**src/rtl/midi_note_ctrl_if.sv**
```systemverilog
`default_nettype none
// ============================================================================
// Module  : midi_note_ctrl_if
// Brief   : MIDI input and voice-control bundle between the MIDI front-end
//           and the Karplus-Strong voice.
// Revision: 1.0 - initial release
// ============================================================================
interface midi_note_ctrl_if;
    logic        midi_rx;
    logic [3:0]  midi_channel;
    logic        trig;
    logic [6:0]  velocity;
    logic [9:0]  delay_length;
    logic [11:0] decay;
    logic        note_gate;
    logic [6:0]  note_num;
    logic        midi_err;

    modport master (
        input  midi_rx, midi_channel,
        output trig, velocity, delay_length, decay, note_gate, note_num, midi_err
    );

    modport slave (
        output midi_rx, midi_channel,
        input  trig, velocity, delay_length, decay, note_gate, note_num, midi_err
    );
endinterface
`default_nettype wire

```
**src/rtl/midi_note_ctrl.sv**
```systemverilog
`default_nettype none
// ============================================================================
// Module  : midi_note_ctrl
// Brief   : MIDI UART receiver, note-on/off parser and key-to-delay-length
//           converter driving the Karplus-Strong voice trigger and settings.
// Revision: 1.0 - initial release
// ============================================================================
module midi_note_ctrl #(
    parameter int          CLKS_PER_BIT  = 1600,
    parameter int          TRIG_CYCLES   = 16,
    parameter logic [11:0] SUSTAIN_DECAY = 12'd4090,
    parameter logic [11:0] RELEASE_DECAY = 12'd3900
) (
    input wire               a_clk,
    input wire               reset,
    midi_note_ctrl_if.master bus
);
    localparam int c_cnt_w  = $clog2(CLKS_PER_BIT + 1);
    localparam int c_tcnt_w = $clog2(TRIG_CYCLES + 1);
    localparam logic [c_cnt_w-1:0]  c_bit_last  = c_cnt_w'(CLKS_PER_BIT - 1);
    localparam logic [c_cnt_w-1:0]  c_half_last = c_cnt_w'(CLKS_PER_BIT / 2 - 1);
    localparam logic [c_tcnt_w-1:0] c_trig_last = c_tcnt_w'(TRIG_CYCLES - 1);

    typedef enum logic [2:0] {
        U_IDLE = 3'd0, U_START = 3'd1, U_DATA = 3'd2, U_STOP = 3'd3, U_WAIT = 3'd4
    } uart_state_t;

    typedef enum logic [2:0] {
        P_IDLE = 3'd0, P_NORM = 3'd1, P_DIV = 3'd2, P_LOAD = 3'd3, P_PULSE = 3'd4, P_GAP = 3'd5
    } pitch_state_t;

    uart_state_t  r_u_state, w_u_next;
    pitch_state_t r_p_state, w_p_next;

    logic               r_rx_meta, r_rx_sync, r_rx_prev;
    logic [c_cnt_w-1:0] r_bit_cnt;
    logic [2:0]         r_bit_idx;
    logic [7:0]         r_shift;
    logic               r_byte_vld, r_err;
    logic               w_bit_tick;

    logic [7:0] r_status;
    logic       r_rs_vld, r_data_idx;
    logic [6:0] r_key, r_off_key, r_slot_key, r_slot_vel;
    logic       r_off_vld, r_slot_full;
    logic       w_chan_ok, w_take;

    logic [7:0]          r_k;
    logic [2:0]          r_oct;
    logic [c_tcnt_w-1:0] r_t_cnt;
    logic [6:0]          r_pkey, r_pvel;
    logic                r_trig, r_note_gate;
    logic [6:0]          r_velocity, r_note_num;
    logic [9:0]          r_delay_length;
    logic [11:0]         r_decay;

    function automatic logic [9:0] base_len(input logic [3:0] rem);
        case (rem)
            4'd0:    base_len = 10'd734;
            4'd1:    base_len = 10'd693;
            4'd2:    base_len = 10'd654;
            4'd3:    base_len = 10'd617;
            4'd4:    base_len = 10'd582;
            4'd5:    base_len = 10'd550;
            4'd6:    base_len = 10'd519;
            4'd7:    base_len = 10'd490;
            4'd8:    base_len = 10'd462;
            4'd9:    base_len = 10'd436;
            4'd10:   base_len = 10'd412;
            4'd11:   base_len = 10'd389;
            default: base_len = 10'd734;
        endcase
    endfunction

    always_ff @(posedge a_clk or posedge reset) begin
        if (reset) begin
            r_rx_meta <= 1'b1;
            r_rx_sync <= 1'b1;
            r_rx_prev <= 1'b1;
            r_u_state <= U_IDLE;
        end else begin
            r_rx_meta <= bus.midi_rx;
            r_rx_sync <= r_rx_meta;
            r_rx_prev <= r_rx_sync;
            r_u_state <= w_u_next;
        end
    end

    assign w_bit_tick = (r_bit_cnt == c_bit_last);

    always_comb begin
        w_u_next = r_u_state;
        case (r_u_state)
            U_IDLE:  if (r_rx_prev && !r_rx_sync) w_u_next = U_START;
            U_START: if (r_bit_cnt == c_half_last) w_u_next = r_rx_sync ? U_IDLE : U_DATA;
            U_DATA:  if (w_bit_tick && r_bit_idx == 3'd7) w_u_next = U_STOP;
            U_STOP:  if (w_bit_tick) w_u_next = r_rx_sync ? U_IDLE : U_WAIT;
            U_WAIT:  if (r_rx_sync) w_u_next = U_IDLE;
            default: w_u_next = U_IDLE;
        endcase
    end

    always_ff @(posedge a_clk or posedge reset) begin
        if (reset) begin
            r_bit_cnt  <= '0;
            r_bit_idx  <= 3'd0;
            r_shift    <= 8'd0;
            r_byte_vld <= 1'b0;
            r_err      <= 1'b0;
        end else begin
            r_byte_vld <= 1'b0;
            r_err      <= 1'b0;
            case (r_u_state)
                U_START, U_DATA, U_STOP:
                    r_bit_cnt <= (w_u_next != r_u_state || w_bit_tick) ? '0 : r_bit_cnt + 1'b1;
                default: r_bit_cnt <= '0;
            endcase
            if (r_u_state == U_START) r_bit_idx <= 3'd0;
            if (r_u_state == U_DATA && w_bit_tick) begin
                r_shift   <= {r_rx_sync, r_shift[7:1]};
                r_bit_idx <= r_bit_idx + 3'd1;
            end
            if (r_u_state == U_STOP && w_bit_tick) begin
                r_byte_vld <= r_rx_sync;
                r_err      <= !r_rx_sync;
            end
        end
    end

    assign w_chan_ok = r_rs_vld && (r_status[7:5] == 3'b100) && (r_status[3:0] == bus.midi_channel);
    assign w_take    = (r_p_state == P_IDLE) && r_slot_full;

    // r_shift still holds the received byte during the r_byte_vld cycle.
    always_ff @(posedge a_clk or posedge reset) begin
        if (reset) begin
            r_status    <= 8'd0;
            r_rs_vld    <= 1'b0;
            r_data_idx  <= 1'b0;
            r_key       <= 7'd0;
            r_off_vld   <= 1'b0;
            r_off_key   <= 7'd0;
            r_slot_full <= 1'b0;
            r_slot_key  <= 7'd0;
            r_slot_vel  <= 7'd0;
        end else begin
            r_off_vld <= 1'b0;
            if (w_take) r_slot_full <= 1'b0;
            if (r_byte_vld && r_shift[7:3] != 5'b11111) begin
                if (r_shift[7:4] == 4'hF) begin
                    r_rs_vld <= 1'b0;
                end else if (r_shift[7]) begin
                    r_status   <= r_shift;
                    r_rs_vld   <= 1'b1;
                    r_data_idx <= 1'b0;
                end else if (w_chan_ok) begin
                    if (!r_data_idx) begin
                        r_key      <= r_shift[6:0];
                        r_data_idx <= 1'b1;
                    end else begin
                        r_data_idx <= 1'b0;
                        if (r_status[4] && r_shift[6:0] != 7'd0) begin
                            r_slot_key  <= r_key;
                            r_slot_vel  <= r_shift[6:0];
                            r_slot_full <= 1'b1;
                        end else begin
                            r_off_vld <= 1'b1;
                            r_off_key <= r_key;
                        end
                    end
                end
            end
        end
    end

    always_comb begin
        w_p_next = r_p_state;
        case (r_p_state)
            P_IDLE:  if (r_slot_full) w_p_next = P_NORM;
            P_NORM:  if (r_k >= 8'd48) w_p_next = P_DIV;
            P_DIV:   if (r_k < 8'd60) w_p_next = P_LOAD;
            P_LOAD:  w_p_next = P_PULSE;
            P_PULSE: if (r_t_cnt == c_trig_last) w_p_next = P_GAP;
            P_GAP:   if (r_t_cnt == c_trig_last) w_p_next = P_IDLE;
            default: w_p_next = P_IDLE;
        endcase
    end

    always_ff @(posedge a_clk or posedge reset) begin
        if (reset) begin
            r_p_state      <= P_IDLE;
            r_k            <= 8'd0;
            r_oct          <= 3'd0;
            r_t_cnt        <= '0;
            r_pkey         <= 7'd0;
            r_pvel         <= 7'd0;
            r_trig         <= 1'b1;
            r_velocity     <= 7'd0;
            r_delay_length <= 10'd436;
            r_decay        <= RELEASE_DECAY;
            r_note_gate    <= 1'b0;
            r_note_num     <= 7'd69;
        end else begin
            r_p_state <= w_p_next;
            r_trig    <= (w_p_next != P_PULSE);
            if ((r_p_state == P_PULSE || r_p_state == P_GAP) && r_t_cnt != c_trig_last)
                r_t_cnt <= r_t_cnt + 1'b1;
            else
                r_t_cnt <= '0;
            // A LOAD in the same cycle is the newer event and overrides this below.
            if (r_off_vld && r_off_key == r_note_num) begin
                r_note_gate <= 1'b0;
                r_decay     <= RELEASE_DECAY;
            end
            case (r_p_state)
                P_IDLE: if (r_slot_full) begin
                    r_k    <= {1'b0, r_slot_key};
                    r_oct  <= 3'd0;
                    r_pkey <= r_slot_key;
                    r_pvel <= r_slot_vel;
                end
                P_NORM: if (r_k < 8'd48) r_k <= r_k + 8'd12;
                P_DIV: if (r_k >= 8'd60) begin
                    r_k   <= r_k - 8'd12;
                    r_oct <= r_oct + 3'd1;
                end
                // k is 48..59 here (0x30..0x3B), so k - 48 is simply its low nibble.
                P_LOAD: begin
                    r_delay_length <= base_len(r_k[3:0]) >> r_oct;
                    r_velocity     <= r_pvel;
                    r_note_num     <= r_pkey;
                    r_note_gate    <= 1'b1;
                    r_decay        <= SUSTAIN_DECAY;
                end
                default: ;
            endcase
        end
    end

    assign bus.trig         = r_trig;
    assign bus.velocity     = r_velocity;
    assign bus.delay_length = r_delay_length;
    assign bus.decay        = r_decay;
    assign bus.note_gate    = r_note_gate;
    assign bus.note_num     = r_note_num;
    assign bus.midi_err     = r_err;
endmodule
`default_nettype wire

```
**src/flat_wrapper.sv**
```systemverilog
// flat-port wrapper written by rule: the top's interface ports become plain ports
module midi_note_ctrl_flat 
#(
    parameter int          CLKS_PER_BIT  = 1600,
    parameter int          TRIG_CYCLES   = 16,
    parameter logic [11:0] SUSTAIN_DECAY = 12'd4090,
    parameter logic [11:0] RELEASE_DECAY = 12'd3900
)
  (a_clk, reset, bus_midi_rx, bus_midi_channel, bus_trig, bus_velocity, bus_delay_length, bus_decay, bus_note_gate, bus_note_num, bus_midi_err);
  midi_note_ctrl_if bus_i ();
  input wire a_clk;
  input wire reset;
  input wire logic [$bits(bus_i.midi_rx)-1:0] bus_midi_rx;
  input wire logic [$bits(bus_i.midi_channel)-1:0] bus_midi_channel;
  output wire logic [$bits(bus_i.trig)-1:0] bus_trig;
  output wire logic [$bits(bus_i.velocity)-1:0] bus_velocity;
  output wire logic [$bits(bus_i.delay_length)-1:0] bus_delay_length;
  output wire logic [$bits(bus_i.decay)-1:0] bus_decay;
  output wire logic [$bits(bus_i.note_gate)-1:0] bus_note_gate;
  output wire logic [$bits(bus_i.note_num)-1:0] bus_note_num;
  output wire logic [$bits(bus_i.midi_err)-1:0] bus_midi_err;
  assign bus_i.midi_rx = bus_midi_rx;
  assign bus_i.midi_channel = bus_midi_channel;
  assign bus_trig = bus_i.trig;
  assign bus_velocity = bus_i.velocity;
  assign bus_delay_length = bus_i.delay_length;
  assign bus_decay = bus_i.decay;
  assign bus_note_gate = bus_i.note_gate;
  assign bus_note_num = bus_i.note_num;
  assign bus_midi_err = bus_i.midi_err;
  midi_note_ctrl #(.CLKS_PER_BIT(CLKS_PER_BIT), .TRIG_CYCLES(TRIG_CYCLES), .SUSTAIN_DECAY(SUSTAIN_DECAY), .RELEASE_DECAY(RELEASE_DECAY)) u_core (.a_clk(a_clk), .reset(reset), .bus(bus_i));
endmodule
```
**config.mk**
```make
export PLATFORM = sky130hd
export DESIGN_NAME = midi_note_ctrl_flat
export DESIGN_NICKNAME = d
export VERILOG_FILES = /design/src/rtl/midi_note_ctrl_if.sv /design/src/rtl/midi_note_ctrl.sv /design/src/flat_wrapper.sv
export SDC_FILE = /design/constraint.sdc
export NUM_CORES = 1
export LEC_CHECK = 0
export CORE_MARGIN = 5
export CORE_UTILIZATION = 55
export DETAILED_ROUTE_END_ITERATION = 12
export GPL_ROUTABILITY_DRIVEN = 0
export PLACE_DENSITY = 0.74
export SLEW_MARGIN = 10
export SYNTH_ARGS = -nofsm -noshare
export SYNTH_HDL_FRONTEND = slang
export SYNTH_SLANG_ARGS = --single-unit
```
**constraint.sdc**
```tcl
create_clock -name a_clk -period 4.9 [get_ports a_clk]
set_input_delay 0.98 -clock a_clk [delete_from_list [all_inputs] [get_ports a_clk]]
set_output_delay 0.98 -clock a_clk [all_outputs]
set_load 0.05 [all_outputs]
```
-- Yosys cells after proc, flatten, opt, wreduce, memory -nomap -nowiden
Memories as Yosys holds them, arrays and structs flattened.
Cells that the tools add are included.
- bits in registers: 141
- memories: 1
- bits in read-only memories: 160
- logic and storage cells: 154
- output and inout bits: 39
- $add $sub $neg: 6
- equal/unequal tests: 24
- muxes and demuxes: 51
- magnitude comparators: 4
- reduce and logical (&&, ||, !) cells: 33
- bitwise logic cells: 4
- shift-type cells: 1
- memories (name ; depth ; width ; rd ports ; clocked after memory_dff ; write ports ; RTL line ; source):
    (no name shown) ; 16 ; 10 ; 1 ; 0 ; 0 ; midi_note_ctrl.sv:58 ; case (rem)
- operators with widths (cell ; number):
    two-way mux 3 bit ; 15
    two-way mux 12 bit ; 2
    two-way mux 8 bit ; 3
    case mux 8 bit (3 select lines) ; 1
    two-way mux 1 bit ; 22
    two-way mux 11 bit ; 2
    case mux 3 bit (6 select lines) ; 1
    >= comparator 8 x 6 -> 1 bit, second input constant ; 2
    less-than comparator 8 x 6 -> 1 bit, second input constant ; 2
    == test 3 bit, second input constant ; 5
    case mux 3 bit (5 select lines) ; 1
    == test 3 x 2 -> 1 bit, second input constant ; 4
    AND reduction 6 bit ; 2
    adder 11 x 1 -> 11 bit, second input constant ; 1
    == test 11 x 10 -> 1 bit, second input constant ; 1
    == test 11 bit, second input constant ; 1
    logical AND 1 bit ; 11
    two-way mux 10 bit ; 1
    nonzero test 2 bit ; 5
    >> shifter 10 x 3 -> 10 bit ; 1
    AND reduction 3 bit ; 3
    adder 8 x 4 -> 8 bit, second input constant ; 1
    subtractor 8 x 4 -> 8 bit, second input constant ; 1
    == test 7 bit ; 1
    24 further kinds ; 34

-- Longest topological paths before layout
Gate-level depths: netlist of run 1.
- word-level depth: 9
- gate-level depth with buffers: 10
- depth with buffers taken out: 10

-- Worst setup path before layout of run 1
OpenSTA, ideal clock, no wires.
- path type: input to register
- start: in bus_midi_channel[1]
- end: reg u_core.r_off_key[0]
- stages on the path: 7
- setup slack: 2.144 ns
- library setup time: 0.125 ns
- data arrival time: 2.630 ns
- required time: 4.775 ns
- buffers on the path: 1
- cells stage by stage: xnor2_1 -> nand4_1 -> nor4_4 -> nand2_2 -> or4b_1 -> buf_6 -> mux2_4
- cells in the longest elaborated chain, start to end: 3
- RTL lines (item ; RTL line ; source):
    start: declaration ; flat_wrapper.sv:14 ; input wire logic [$bits(bus_i.midi_channel)-1:0] bus_midi_channel;
    == test 4 bit ; midi_note_ctrl.sv:130 ; assign w_chan_ok = r_rs_vld && (r_status[7:5] == 3'b100) && (r_status[3:0] == bus.midi_channel);
    logical AND 1 bit ; midi_note_ctrl.sv:130 ;
    AND reduction 6 bit (no line) ; -- ;
    end signal: assignment ; midi_note_ctrl.sv:167 ; r_off_key <= r_key;
    end: declaration ; midi_note_ctrl.sv:44 ; logic [6:0] r_key, r_off_key, r_slot_key, r_slot_vel;
No other way between the ends.
A chain may end at the register's enable or synchronous reset.

-- Worst setup path after layout of run 1
- start: in bus_midi_channel[1]
- end: reg u_core.r_slot_key[4]
- cells in the longest elaborated chain, start to end: 3
- RTL lines (item ; RTL line ; source):
    == test 4 bit ; midi_note_ctrl.sv:130 ;
    logical AND 1 bit ; midi_note_ctrl.sv:130 ;
    AND reduction 6 bit (no line) ; -- ;
    end signal: assignment ; midi_note_ctrl.sv:162 ; r_slot_key <= r_key;
    end: declaration ; midi_note_ctrl.sv:44 ;
No other way between the ends.

==> flow_metrics.py, run 1 <==
metrics = {
    "setup_path": {
        "cp_num_buf_inv": 1,
        "cp_max_fo": 15,
        "path_cells": "clkdlybuf4s50_1 > xnor2_1 > nand4_1 > nor4_4 > nand2_2 > nand4bb_1 > mux2_2",
        "critPathSlowestCell": "nand4bb_1",
        "worstSetupPathType": "input pin to register",
        "crit_path_end_kind": "register",
        "r2r_end": "u_core.r_k[7]$_DFFE_PP0P_",
        "cpPeakStageDelay_ns": 0.74,
        "worst_ep_required_time_ns": 5.19,
        "r2r_start": "u_core.r_p_state[2]$_DFF_PP0_",
        "cpLargestDelayFamily": "simple AND/OR/NAND/NOR gates",
        "critical_path_arrival_ns": 3.49,
        "r2r_slack_ns": 2.05,
        "critPathLaunchType": "input pin",
        "reg2reg_depth": 9,
    },
    "flow_run": {
        "cap_violations": 0,
    },
    "global_route": {
        "track_usage_pct": 19.4,
        "grt_antenna_before_repair": 0,
        "grt-ovfl-total": 0,
        "grt_pass1_vias": 4132,
        "grt_pass1_wl_um": 20500,
        "grt_max_degree": 94,
    },
    "timing": {
        "grt_setup_unrepaired": "no",
        "setup_slack_ns": 1.70,
        "worst_pin_slew_ns": 1.07,
        "fin_setup_tns_ns": 0,
        "slew_viol_final": 0,
        "finClkSkew_ns": 0.0138,
        "max_slew_margin_pct": 28.7,
        "fin_crit_sh_pct": 65.2,
        "report.final.hold_viol_count": 0,
        "period_needed_ns": 3.20,
        "setup_violations": 0,
        "fmax_ghz": 0.313,
    },
    "min_path": {
        "holdPathEnd": "u_core.r_rx_sync$_DFF_PP1_",
        "hold_path.startpoint": "u_core.r_rx_meta$_DFF_PP1_",
        "hold_path.class": "register to register",
        "holdPathStages": 0,
    },
    "drt": {
        "drtIter0Drc": 285,
        "wl_per_cell_um": 15.4,
        "vias": 4324,
        "firstDrtPassIters": 4,
        "post-route-drc-count": 0,
        "viasPerCell": 5.49,
        "antenna_left": 0,
        "wl_um": 12100,
    },
    "synth": {
        "synth-edff-count": 0,
        "netlist_area_sq_mm": 0.00624,
        "synthFlopType": "dfrtp_1",
        "synth.distinct_cells": 61,
        "ys_seq_elements": 130,
        "async_flop_share_pct": 100,
        "synth_top_family_by_area": "simple AND/OR/NAND/NOR gates",
        "yosys.area_share.simple_pct": 17.3,
        "synth_top_area_share_pct": 46.9,
        "yosysSeqAreaShare_pct": 52.4,
        "synth_area_leader_cell": "dfrtp_1",
        "postSynthAreaPerCell_sq_um": 10.3,
        "yosysWarnings": 0,
        "yosys.area_share.adder_pct": 3.33,
        "synthTopCellsByArea": "dfrtp_1 47%, nand2_1 7.8%, mux2_2 6.7%",
        "synth_compound_area_share_pct": 8.76,
        "syn-instance-count": 605,
        "synth_xor_area_share_pct": 3.93,
        "muxShareOfSynthArea_pct": 10.3,
    },
    "clocking": {
        "cts-htree-levels": 4,
        "ctsHoldBuffers": 0,
        "clk_pin_slew_ns": 0.05,
        "clock_latency_ns": 0.42,
        "clkSinkCount": 130,
        "postCtsSetupBuffers": 0,
        "cts_tree": "yes",
        "post_cts_resized": 0,
        "root_buffer": "clkbuf_16",
        "cts_buffers": 17,
        "clk_path_buf_depth": 2,
    },
    "pwr": {
        "p_leak_uw": 0.00350,
        "max-vdd-ir-drop_mv": 0.270,
        "p_per_area_mw_per_mm2": 336,
    },
    "placed_design": {
        "dp_hpwl_um": 8320,
        "port_buffers": 37,
        "place_ws_ns": 1.25,
    },
    "die": {
        "die_x_um": 117,
        "core_area_sq_mm": 0.0110,
        "die-area_sq_mm": 0.0136,
        "start_util_pct": 56.8,
        "row_count": 38,
        "fp.dieH_um": 117,
        "io_pins": 46,
    },
    "final_layout": {
        "drive_above_1_share_pct": 15.1,
        "synthToLayoutAreaGrowth_pct": 15.8,
        "layout_commonest_cell": "nand2_1",
        "insertedDiodeCount": 0,
        "layout_common_cells": "130 x nand2_1, 117 x dfrtp_1, 44 x nor2_1",
        "finalNetCount": 657,
    },
    "status": {
        "status": "completed",
    },
}
-- sequential cells by signal, summed over array words and instances (netlist names), 8 cells and up --
signal,cells
u_core.r_bit_cnt,11
u_core.bus.delay_length,10
u_core.r_k,8
u_core.r_shift,8
u_core.r_status,8
-- synthesized netlist by cell type, types with 10 or more instances --
library cell and number:
nand2_1 130, dfrtp_1 117, nor2_1 44, mux2_2 37, o21ai_0 32, clkbuf_1 21
xnor2_1 17, a21oi_1 16, ha_1 15, inv_1 14, dfstp_2 13, buf_4 11
nand3_1 11, xor2_1 11, mux2i_1 10
-- final cells by class --
cell class,count,area (sq um)
Tap cell,140,175
Clock inverter,6,82.6
Timing Repair Buffer,41,400
Sequential cell,130,3270
Clock buffer,26,489
Multi-Input combinational cell,430,2750
Fill cell,864,3760
Inverter,14,57.6
-- cell families (layout without fill, tap and decap cells) --
group | Yosys count | in the layout
and+or+nand+nor | 237 | 237
DFF | 130 | 130
AOI/OAI and AO/OA | 86 | 86
muxes | 55 | 55
buffers and inverters | 51 | 87
xor gates and xnor gates | 28 | 28
adders and majority gates | 16 | 16
other | 2 | 8
-- how the worst max path moves through the flow --
stage | start | endpoint | slack [ns] | cells past startpoint
floorplan | reset | u_core.bus.decay[6]$_DFFE_PP0P_ | 0.47 | 1
global placement | bus_midi_channel[1] | u_core.r_slot_key[1]$_DFFE_PP0P_ | 1.35 | 7
detailed placement | bus_midi_channel[1] | u_core.r_slot_vel[4]$_DFFE_PP0P_ | 1.25 | 7
CTS | bus_midi_channel[1] | u_core.r_slot_vel[1]$_DFFE_PP0P_ | 1.70 | 7
global route | bus_midi_channel[1] | u_core.r_slot_vel[5]$_DFFE_PP0P_ | 1.47 | 7
finish | bus_midi_channel[1] | u_core.r_slot_key[4]$_DFFE_PP0P_ | 1.70 | 7
-- metal layers --
metal | track usage [%] | vias to the layer above | wire, um | share of wire (%)
met5 | 0 | - | 0 | 0
met4 | 7.35 | 0 | 218 | 1.8
met3 | 5.23 | 20 | 611 | 5.0
met2 | 30.4 | 102 | 5780 | 48
met1 | 26.2 | 2089 | 5490 | 45
li1 | - | 2113 | - | -
-- where the power goes --
part	switching [uW]	internal [uW]	leakage, uW	total, uW
sequential	24.9	1100	0.00172	1120
clock	428	786	0.000278	1210
combinational	60.8	29.7	0.00150	90.5
total	514	1910	0.00350	2430
-- worst reg2reg max path, cell delays in order (launching register included) --
cell and delay [ns]:
dfrtp_1 0.50, nor2_1 0.35, nand2_1 0.25, ha_1 0.38, a211oi_1 0.23, o21bai_1 0.11
a21oi_1 0.18, xnor2_1 0.09, or4b_2 0.61, nand3_1 0.10
-- metrics by stage --
step	area (sq um)	cells	utilization [%]	hold WS [ns]	power (uW)
2_1_floorplan	6260	611	-	0.345	1210
3_3_place_gp	6650	755	60.6	0.346	1230
3_5_place_dp	6650	755	60.6	0.347	1230
4_1_cts	7220	787	65.8	0.355	2450
5_1_grt	7230	787	65.8	0.361	2510
6_report	7230	787	65.8	0.354	2430
Power figures use the tool's default switching activity.
==> run 2: changes to the inputs <==
Settings changed: CORE_UTILIZATION 55 to 53.
Clock period 4.9 ns to 2.63 ns, I/O delays scaled along.
==> run 2 against run 1 <==
Compared with the run above: sequential share of layout area fell by 0.94 points; cell area increased by 2.1%; power increased by 90%; sequential cell count is the same; critical endpoint is now u_core.r_off_key[2]$_DFFE_PP0P_; largest power group unchanged.
==> flow_metrics.py, run 2 (synthesized netlist as in run 1, its figures left out) <==
metrics = {
    "timing": {
        "worst_pin_slew_ns": 0.686,
        "max_slew_margin_pct": 54.3,
        "finClkSkew_ns": 0.0108,
        "fin_setup_tns_ns": 0,
        "report.final.hold_viol_count": 0,
        "slew_viol_final": 0,
        "setup_violations": 0,
        "fmax_ghz": 0.407,
        "period_needed_ns": 2.46,
        "setup_slack_ns": 0.175,
        "fin_crit_sh_pct": 93.4,
        "grt_setup_unrepaired": "no",
    },
    "clocking": {
        "clock_latency_ns": 0.42,
        "root_buffer": "clkbuf_16",
        "postCtsSetupBuffers": 0,
        "cts_tree": "yes",
        "clk_path_buf_depth": 2,
        "clkSinkCount": 130,
        "cts_buffers": 17,
        "clk_pin_slew_ns": 0.06,
        "post_cts_resized": 0,
        "cts-htree-levels": 4,
        "ctsHoldBuffers": 0,
    },
    "die": {
        "die_x_um": 119,
        "io_pins": 46,
        "start_util_pct": 54.4,
        "core_area_sq_mm": 0.0115,
        "fp.dieH_um": 119,
        "die-area_sq_mm": 0.0140,
        "row_count": 39,
    },
    "pwr": {
        "p_per_area_mw_per_mm2": 625,
        "p_total_uw": 4610,
        "max-vdd-ir-drop_mv": 0.540,
        "p_leak_uw": 0.00357,
    },
    "final_layout": {
        "layout_commonest_cell": "nand2_1",
        "finalNetCount": 672,
        "top_register": "u_core.r_bit_cnt",
        "synthToLayoutAreaGrowth_pct": 18.2,
        "largest_register_ffs": 11,
        "final_area_sq_mm": 0.00738,
        "seq_area_sq_mm": 0.00327,
        "nFillCells": 878,
        "layout_common_cells": "130 x nand2_1, 117 x dfrtp_1, 44 x nor2_1",
        "multiInputGateArea_sq_mm": 0.00275,
        "insertedDiodeCount": 0,
        "drive_above_1_share_pct": 18.0,
    },
    "placed_design": {
        "place_ws_ns": -0.266,
        "dp_hpwl_um": 8750,
        "placed_area_sq_mm": 0.00678,
        "port_buffers": 37,
    },
    "global_route": {
        "grt_max_degree": 131,
        "grt_pass1_vias": 4444,
        "track_usage_pct": 18.7,
        "grt-ovfl-total": 0,
        "grt_antenna_before_repair": 0,
        "grt_pass1_wl_um": 21500,
    },
    "setup_path": {
        "critical_path_arrival_ns": 2.75,
        "r2r_slack_ns": 0.24,
        "r2r_end": "u_core.r_k[7]$_DFFE_PP0P_",
        "r2r_start": "u_core.r_p_state[0]$_DFF_PP0_",
        "reg2reg_depth": 10,
        "cpLargestDelayFamily": "simple AND/OR/NAND/NOR gates",
        "cpPeakStageDelay_ns": 0.50,
        "critPathSlowestCell": "or4b_1",
        "worst_ep_required_time_ns": 2.92,
        "cp_num_buf_inv": 2,
        "cp_max_fo": 7,
        "crit_path_end_kind": "register",
        "path_cells": "clkdlybuf4s50_1 > xnor2_1 > nand4_1 > nor4_4 > nand2_2 > or4b_1 > buf_4 > mux2_4",
        "critPathLaunchType": "input pin",
        "worstSetupPathType": "input pin to register",
    },
    "min_path": {
        "holdPathStages": 0,
        "hold_path.startpoint": "u_core.r_rx_meta$_DFF_PP1_",
        "holdPathEnd": "u_core.r_rx_sync$_DFF_PP1_",
        "hold_path.class": "register to register",
    },
    "drt": {
        "post-route-drc-count": 0,
        "wl_per_cell_um": 15.8,
        "wl_um": 12700,
        "drtIter0Drc": 421,
        "firstDrtPassIters": 5,
        "antenna_left": 0,
        "vias": 4451,
        "viasPerCell": 5.53,
    },
    "flow_run": {
        "cap_violations": 0,
    },
    "status": {
        "status": "completed",
    },
}
-- run 2: changes by cell type in the layout (fill, tap and decap cells not counted), sizes merged --
cell and delta:
clkbuf -9, buf +15, inv +6, clkinvlp +4, clkinv -1
-- run 2: layout make-up --
cell class,count,share of cell area [%]
Tap cell,143,2.42
Clock buffer,17,5.77
Multi-Input combinational cell,430,37.3
Clock inverter,15,2.32
Inverter,14,0.763
Sequential cell,130,44.3
Timing Repair Buffer,56,7.12
-- run 2: worst register-to-register path, cell delays in order, from the launching register on --
cell and delay (ns):
dfrtp_1 0.39, nor2_1 0.15, nand2_1 0.13, inv_1 0.13
ha_1 0.29, o21ai_0 0.18, o21bai_1 0.08, a21oi_1 0.18
xnor2_1 0.09, or4b_2 0.60, nand3_1 0.11
-- run 2: per-layer routing --
metal,GRT usage [%],wire (um),vias to the layer above
met5,0,0,-
met3,4.73,554,21
met1,24.4,5610,2177
met2,30.4,6340,116
li1,-,-,2137
met4,6.66,197,0
-- run 2: worst max path at each step --
stage,depth (start not counted),startpoint,to
after floorplan,10,u_core.r_p_state[0]$_DFF_PP0_,u_core.r_k[7]$_DFFE_PP0P_
after global placement,8,bus_midi_channel[1],u_core.r_off_key[0]$_DFFE_PP0P_
after detailed placement,8,bus_midi_channel[1],u_core.r_off_key[2]$_DFFE_PP0P_
after CTS,8,bus_midi_channel[1],u_core.r_off_key[2]$_DFFE_PP0P_
after global routing,10,u_core.r_p_state[0]$_DFF_PP0_,u_core.r_k[7]$_DFFE_PP0P_
final,8,bus_midi_channel[1],u_core.r_off_key[2]$_DFFE_PP0P_
-- run 2: report_power, final --
| part | switching, uW | internal [uW] | total, uW |
|---|---|---|---|
| combinational | 116 | 56.5 | 172 |
| sequential | 46.6 | 2040 | 2090 |
| clock | 928 | 1420 | 2350 |
-- run 2: stage by stage --
stage,std cells,utilization [%],hold WS (ns)
floorplan,611,-,0.345
global placement,773,59.1,0.346
detailed placement,773,59.1,0.349
CTS,805,64.3,0.358
global route,805,64.3,0.359
finish,805,64.3,0.356
==> run 3: changes to the inputs <==
Settings changed: CORE_UTILIZATION 53 to 30, PLACE_DENSITY 0.74 to 0.46.
==> run 3 against run 2 <==
Compared with the run above: final cell count rose by 16%; via count fell by 1.8%; global-route usage fell by 6.9 points; routed wire length rose by 6.9%; sequential cell count did not move; clock skew fell by 0.0031 ns; clock-buffer cell count rose by 6; power rose by 4.1%; largest power group unchanged.
==> flow_metrics.py, run 3 (synthesized netlist as in run 1, its figures left out) <==
metrics = {
    "timing": {
        "fin_setup_tns_ns": 0,
        "fin_crit_sh_pct": 92.2,
        "period_needed_ns": 2.43,
        "grt_setup_unrepaired": "no",
        "worst_pin_slew_ns": 0.719,
        "slew_viol_final": 0,
        "fmax_ghz": 0.412,
        "setup_violations": 0,
        "finClkSkew_ns": 0.00775,
        "max_slew_margin_pct": 52.0,
        "report.final.hold_viol_count": 0,
        "setup_slack_ns": 0.205,
    },
    "drt": {
        "wl_um": 13600,
        "firstDrtPassIters": 6,
        "wl_per_cell_um": 14.6,
        "viasPerCell": 4.69,
        "antenna_left": 0,
        "wl_met2_um": 6190,
        "vias": 4370,
        "drtIter0Drc": 253,
        "met1_length_um": 6580,
        "highest_layer": "met4",
        "post-route-drc-count": 0,
        "routed-wl-met3_um": 642,
    },
    "clocking": {
        "cts_buffers": 17,
        "clk_pin_slew_ns": 0.05,
        "clock_latency_ns": 0.41,
        "ctsHoldBuffers": 0,
        "clk_path_buf_depth": 2,
        "cts_tree": "yes",
        "clkSinkCount": 130,
        "root_buffer": "clkbuf_16",
        "cts-htree-levels": 4,
    },
    "global_route": {
        "grt_max_degree": 131,
        "grt_antenna_before_repair": 0,
        "track_usage_pct": 11.8,
        "grt_pass1_wl_um": 22700,
        "grt-ovfl-total": 0,
        "grt_pass1_vias": 4353,
    },
    "setup_path": {
        "cpLargestDelayFamily": "simple AND/OR/NAND/NOR gates",
        "cp_num_buf_inv": 1,
        "cpPeakStageDelay_ns": 0.61,
        "path_cells": "nor2_1 > nand2_2 > inv_1 > ha_1 > o21ai_0 > o21bai_1 > a21oi_1 > xnor2_1 > or4b_2 > nand3_1",
        "worst_ep_required_time_ns": 2.97,
        "critPathLaunchType": "register",
        "critical_path_arrival_ns": 2.77,
        "critPathSlowestCell": "or4b_2",
        "crit_path_end_kind": "register",
        "cp_max_fo": 5,
        "worstSetupPathType": "register to register",
    },
    "final_layout": {
        "top_register": "u_core.r_bit_cnt",
        "finalNetCount": 672,
        "drive_above_1_share_pct": 18.0,
        "final_area_sq_mm": 0.00759,
        "insertedDiodeCount": 0,
        "layout_commonest_cell": "nand2_1",
        "layout_common_cells": "129 x nand2_1, 117 x dfrtp_1, 44 x nor2_1",
        "fin_util_pct": 37.3,
        "synthToLayoutAreaGrowth_pct": 21.6,
        "largest_register_ffs": 11,
    },
    "placed_design": {
        "place_ws_ns": -0.187,
        "port_buffers": 37,
        "dp_hpwl_um": 9310,
        "placed_area_sq_mm": 0.00695,
    },
    "die": {
        "start_util_pct": 30.6,
        "io_pins": 46,
        "fp.dieH_um": 154,
        "die-area_sq_mm": 0.0238,
        "row_count": 52,
        "core_area_sq_mm": 0.0204,
        "die_x_um": 154,
    },
    "flow_run": {
        "cap_violations": 0,
    },
    "pwr": {
        "p_per_area_mw_per_mm2": 632,
        "p_leak_uw": 0.00361,
        "max-vdd-ir-drop_mv": 0.456,
    },
    "min_path": {
        "hold_path.class": "register to register",
    },
    "status": {
        "status": "completed",
    },
}
## run 3: cell count changes in the layout (fill, tap and decap cells not counted), sizes merged
cell,before,now
clkbuf,17,23
clkinv,2,4
clkinvlp,5,2
inv,20,13
bufinv,2,4
## run 3: layer usage
metal | up-vias | global-route usage [%]
li1 | 2134 | -
met1 | 2128 | 16.1
met2 | 96 | 18.2
met3 | 12 | 3.07
met4 | 0 | 3.99
met5 | - | 0
## run 3: final timing paths
path	from	end	slack, ns	cells after the start
setup reg to reg	u_core.r_p_state[0]$_DFF_PP0_	u_core.r_k[7]$_DFFE_PP0P_	0.20	10
min in group asynchronous	reset	u_core.r_pkey[3]$_DFFE_PP0P_	0.64	3
max in group asynchronous	reset	u_core.r_p_state[0]$_DFF_PP0_	1.43	3
setup / recovery	u_core.r_p_state[0]$_DFF_PP0_	u_core.r_k[7]$_DFFE_PP0P_	0.20	10
hold reg to reg	u_core.r_rx_meta$_DFF_PP1_	u_core.r_rx_sync$_DFF_PP1_	0.35	0
hold / removal	u_core.r_rx_meta$_DFF_PP1_	u_core.r_rx_sync$_DFF_PP1_	0.35	0
## run 3: timing repair
| action | CTS | global route |
|---|---|---|
| gates resized for setup | 0 | 1 |
| setup buffers | 0 | 0 |
| setup endpoints to repair | 0 | 1 |
## run 3: per-stage QoR
step / std cells / power [uW] / hold slack [ns]
detailed placement: 900 / 2300 / 0.347
CTS: 932 / 4870 / 0.355
global placement: 900 / 2290 / 0.346
finish: 932 / 4800 / 0.354
global route: 932 / 5000 / 0.359
floorplan: 611 / 2260 / 0.345
## run 3: final cells by class
cell class                      instances  area [sq um]
Timing Repair Buffer                   56           526
Sequential cell                       130          3270
Multi-Input combinational cell        430          2760
Clock buffer                           23           488
Tap cell                              270           338
Clock inverter                          9           151
Fill cell                            2012         12800
Inverter                               14          56.3
## run 3: where the power goes
group / leakage (uW) / total, uW / internal [uW] / switching [uW]
Clock: 0.000313 / 2530 / 1680 / 844
Sequential: 0.00172 / 2090 / 2050 / 49.4
Combinational: 0.00158 / 175 / 58.1 / 117
Total: 0.00361 / 4800 / 3790 / 1010
